File: src/rtl/wb_rr_arbiter.sv
// Two-master round-robin Wishbone arbiter, cyc-locked grants, with a slave-ack watchdog.
// Master 0 wins the first tie after reset; ties then alternate against the previous owner.
module wb_rr_arbiter #(
   parameter int AWIDTH  = 32,
   parameter int DWIDTH  = 32,
   parameter int TIMEOUT = 255
) (
   input  logic              hclk,
   input  logic              hresetn,
   input  logic              m0_cyc_i,
   input  logic              m0_stb_i,
   input  logic              m0_we_i,
   input  logic [AWIDTH-1:0] m0_adr_i,
   input  logic [DWIDTH-1:0] m0_dat_i,
   output logic [DWIDTH-1:0] m0_dat_o,
   output logic              m0_ack_o,
   output logic              m0_err_o,
   input  logic              m1_cyc_i,
   input  logic              m1_stb_i,
   input  logic              m1_we_i,
   input  logic [AWIDTH-1:0] m1_adr_i,
   input  logic [DWIDTH-1:0] m1_dat_i,
   output logic [DWIDTH-1:0] m1_dat_o,
   output logic              m1_ack_o,
   output logic              m1_err_o,
   output logic              s_cyc_o,
   output logic              s_stb_o,
   output logic              s_we_o,
   output logic [AWIDTH-1:0] s_adr_o,
   output logic [DWIDTH-1:0] s_dat_o,
   input  logic [DWIDTH-1:0] s_dat_i,
   input  logic              s_ack_i,
   output logic [1:0]        gnt_o
);

   localparam int            CW     = (TIMEOUT > 0) ? $clog2(TIMEOUT + 1) : 1;
   localparam logic [CW-1:0] TO_VAL = CW'(TIMEOUT);

   typedef enum logic [1:0] {IDLE, GNT0, GNT1, ABORT} state_t;

   state_t        state;
   logic          last_gnt;
   logic [CW-1:0] wd_cnt;
   logic          sel_stb;
   logic          fire;

   // Strobe of the current owner, taken from the inputs so the watchdog
   // does not loop back through the output mux.
   assign sel_stb = ((state == GNT0) && m0_stb_i) || ((state == GNT1) && m1_stb_i);
   assign fire    = (TIMEOUT != 0) && sel_stb && !s_ack_i && (wd_cnt == TO_VAL);

   always_ff @(posedge hclk or negedge hresetn) begin
      if (!hresetn)
         wd_cnt <= '0;
      else if (!sel_stb || s_ack_i)
         wd_cnt <= '0;
      else if (wd_cnt != TO_VAL)
         wd_cnt <= wd_cnt + CW'(1);
   end

   always_ff @(posedge hclk or negedge hresetn) begin
      if (!hresetn) begin
         state    <= IDLE;
         last_gnt <= 1'b1;
         gnt_o    <= 2'b00;
      end else begin
         case (state)
            IDLE: begin
               if (m0_cyc_i && (!m1_cyc_i || last_gnt)) begin
                  state    <= GNT0;
                  last_gnt <= 1'b0;
                  gnt_o    <= 2'b01;
               end else if (m1_cyc_i) begin
                  state    <= GNT1;
                  last_gnt <= 1'b1;
                  gnt_o    <= 2'b10;
               end
            end
            GNT0: begin
               if (!m0_cyc_i) begin
                  state <= IDLE;
                  gnt_o <= 2'b00;
               end else if (fire) begin
                  state <= ABORT;
               end
            end
            GNT1: begin
               if (!m1_cyc_i) begin
                  state <= IDLE;
                  gnt_o <= 2'b00;
               end else if (fire) begin
                  state <= ABORT;
               end
            end
            ABORT: begin
               // Hold the grant until the aborted master gives up its cycle.
               if (!(gnt_o[0] ? m0_cyc_i : m1_cyc_i)) begin
                  state <= IDLE;
                  gnt_o <= 2'b00;
               end
            end
            default: begin
               state <= IDLE;
               gnt_o <= 2'b00;
            end
         endcase
      end
   end

   always_comb begin
      s_cyc_o  = 1'b0;
      s_stb_o  = 1'b0;
      s_we_o   = 1'b0;
      s_adr_o  = '0;
      s_dat_o  = '0;
      m0_ack_o = 1'b0;
      m0_err_o = 1'b0;
      m1_ack_o = 1'b0;
      m1_err_o = 1'b0;
      m0_dat_o = s_dat_i;
      m1_dat_o = s_dat_i;
      case (state)
         GNT0: begin
            s_cyc_o  = m0_cyc_i;
            s_stb_o  = m0_stb_i;
            s_we_o   = m0_we_i;
            s_adr_o  = m0_adr_i;
            s_dat_o  = m0_dat_i;
            m0_ack_o = s_ack_i;
            m0_err_o = fire;
         end
         GNT1: begin
            s_cyc_o  = m1_cyc_i;
            s_stb_o  = m1_stb_i;
            s_we_o   = m1_we_i;
            s_adr_o  = m1_adr_i;
            s_dat_o  = m1_dat_i;
            m1_ack_o = s_ack_i;
            m1_err_o = fire;
         end
         default: ;
      endcase
   end

endmodule

File: config.mk
export PLATFORM = sky130hd
export DESIGN_NAME = wb_rr_arbiter
export DESIGN_NICKNAME = d
export VERILOG_FILES = /design/src/rtl/wb_rr_arbiter.sv
export SDC_FILE = /design/constraint.sdc
export NUM_CORES = 1
export LEC_CHECK = 0
export CORE_AREA = 3 3 117 119
export DETAILED_ROUTE_END_ITERATION = 8
export DIE_AREA = 0 0 120 122
export DONT_BUFFER_PORTS = 1
export PLACE_DENSITY = 0.3
export SLEW_MARGIN = 20
export SYNTH_ARGS = -nofsm -noshare
export SYNTH_HDL_FRONTEND = slang
export SYNTH_SLANG_ARGS = --single-unit
File: constraint.sdc
create_clock -name hclk -period 3.3 [get_ports hclk]
set_input_delay 0.495 -clock hclk [delete_from_list [all_inputs] [get_ports hclk]]
set_output_delay 0.495 -clock hclk [all_outputs]
set_load 0.1 [all_outputs]
==> reports/summary.txt <==
CP Cell Sequence = inv_1, ha_2, buf_4, a22oi_1, nor2b_2, buf_4
EDFF count, synth = 0
CTS tree = done
first-pass GRT wire length = 11700 um
Initial Util = 18.2%
all-layer global routing usage = 10.2%
Async S/R FF share, synth = 100%
largest family of logic cells by synthesized area = compound AO/OA/AOI/OAI gates
Filler cells = 1440
design area = 2790 um2
Slew HR = 39.3%
final wirelength = 8490 um
Final Hold Viols = 0
core area = 12700 um2
min Tclk post-route = 2530 ps
post-synthesis mux area share = 1.30%
adder-cell share of the synthesized area = 3.25%
TritonCTS Buffers = 3
Setup violations, final = 0
Post-DP Area = 2690 um2
RSZ-0062 raised after global routing = no
largest net degree at the start of global routing = 65
Synth Area in Compound Gates = 27.3%
synthesis-stage register bit count = 13
CP arrival = 2040 ps
Tightest Pin Transition = 911 ps
crit-path max cell delay = 420 ps
most common cell in the netlist = nor2b_1
Die Y = 122 um
Hold WC Path Type = in2async
clock root cell = clkbuf_16
endpoint class of the critical path = output pin
Slew Limit Fails = 0
layout cells sized above 1 = 53.2%
Worst-path clk slew = 50 ps
initial antenna violation count = 1
synth cell count leaders = nor2b_1 (67), a22oi_1 (66), buf_4 (65)
synth-to-layout area growth = 20.7%
Iter 0 DRT Violations = 110
run status = complete, no violations
Synth Flop Type = dfrtp_1
CTS max path bufs = 2
total gr overflow = 0
WS Path Type = reg2out
reg2reg start = state[1]$_DFFE_PN0P_
Synth Area in XOR/XNOR = 0.759%
Slowest cell on crit path = dfrtp_1
total of max-cap violations = 0
Worst Path Required = 2800 ps
R2R Setup Slk = 1390 ps
DR WL/cell = 18.1 um
Clk Latency, worst-skew pair = 240 ps
simple logic cell fraction of the synthesized area = 26.7%
most used cell, CP = buf_4
Seq/Total Area, Yosys = 14.2%
Clock Sink Count = 13
via/cell ratio = 4.41
Post-Syn Instances = 303
Detailed Routing Iterations Pass 1 = 4
YS warnings = 0
Die W = 120 um
Worst Setup SP = state[1]$_DFFE_PN0P_
Final Skew = 5.40 ps
final worst-path cycle share = 76.8%
DRC = 0
number of port buffers = 0
R2R cell count = 7
top cell type by total area after synthesis = a22oi_1
Synth top area share = 21.5%
die footprint = 14600 um2
FP Rows = 41
R2R Path End = gnt_o[1]$_DFFE_PN0P_
routability congestion estimate = 0.722
final setup TNS = 0 ps
via count = 2072
vias in the first global route = 1985
Area contributors post-synth = a22oi_1 (21%), buf_4 (21%), nor2b_1 (18%)
Yosys cell types = 38
hpwl dp = 7120 um
crit path to = s_cyc_o
f_max = 395 MHz
H-tree depth = 1
nets = 473
Mapped Nets = 478
CP Launch Type = flip-flop
antenna-violating nets left = 0
syn_area_per_cell = 7.61 um2
postcts setup bufs = 0
CTS resizes = 0
Crit Path Max Fanout = 39
IO Count = 306
area of the mapped netlist = 2310 um2
[cell usage in the layout (no fill, tap or decap), types with 2 or more instances in the layout]
cell,n
a22oi_1,66
buf_4,76
inv_1,5
nor2b_2,67
mux2i_1,3
a21oi_1,2
ha_1,4
xor2_1,2
and3_1,2
nand2_1,4
nor2_1,8
clkbuf_16,3
o21ai_0,5
dfrtp_1,12
nor3_1,3
ha_2,2
a31oi_1,4
and2_1,4
nand3_1,5
[state kept, by name (all words and copies together) (netlist names)]
name and count:
gnt_o 2, last_gnt 1, state 2, wd_cnt 8
[final cells by class]
type | count | area (um2) | share of cell area (%)
Antenna cell | 1 | 2.50 | 0.0898
Clock inverter | 1 | 5.00 | 0.180
Sequential cell | 13 | 327 | 11.7
Inverter | 5 | 18.8 | 0.674
Tap cell | 172 | 215 | 7.73
Timing Repair Buffer | 78 | 601 | 21.6
Multi-Input combinational cell | 197 | 1540 | 55.3
Clock buffer | 3 | 75.1 | 2.70
[routing by layer]
| metal | share of wire [%] | vias up | GRT usage (%) |
|---|---|---|---|
| met5 | 0 | - | 0 |
| met4 | 0.77 | 0 | 1.29 |
| met3 | 8.7 | 2 | 3.48 |
| met2 | 53 | 127 | 18.1 |
| met1 | 37 | 950 | 12.2 |
| li1 | - | 993 | - |
[worst max-delay path: cells and delay by family, from the launching register on]
family          cells  cell delay [ps]
buf+inv             3              760
flops               1              420
compound gates      1              240
fa+ha+maj           1              210
simple gates        1              150
[cells by family (layout without fill, tap and decap cells)]
logic type               count (synthesis)  after routing
AND/OR/NAND/NOR                        101            101
buffers and inverters                   93             87
AO/OA/AOI/OAI                           85             85
flip-flops                              13             13
adder cells (fa/ha/maj)                  6              6
multiplexers                             3              3
XOR/XNOR                                 2              2
other                                    0              1
[worst min-delay path by stage]
stage                       start                    end  cells past startpoint
after floorplan           hresetn   gnt_o[0]$_DFFE_PN0P_                      0
after global placement    hresetn  wd_cnt[7]$_DFFE_PN0P_                      0
after detailed placement  hresetn  wd_cnt[7]$_DFFE_PN0P_                      0
after CTS                 hresetn   last_gnt$_DFFE_PN1P_                      0
after global routing      hresetn   last_gnt$_DFFE_PN1P_                      0
final                     hresetn   last_gnt$_DFFE_PN1P_                      0
[repair_timing]
action	CTS	global route
hold buffers	1	0
endpoints found under the setup margin	0	0
hold endpoints to repair	12	0
[metrics by stage]
| step | hold WS (ps) | std cells | setup WS, ps | util [%] |
|---|---|---|---|---|
| 6_report | 91.9 | 470 | 766 | 22.0 |
| 5_1_grt | 80.8 | 470 | 591 | 22.0 |
| 4_1_cts | 87.6 | 469 | 738 | 22.0 |
| 3_5_place_dp | 200 | 464 | 1010 | 21.3 |
| 3_3_place_gp | 200 | 464 | 1050 | 21.3 |
| 2_1_floorplan | 199 | 303 | 225 | - |
Power is left out: the tool's default activity adds up to more than one toggle a clock period on the data nets, which glitch-free logic cannot reach.
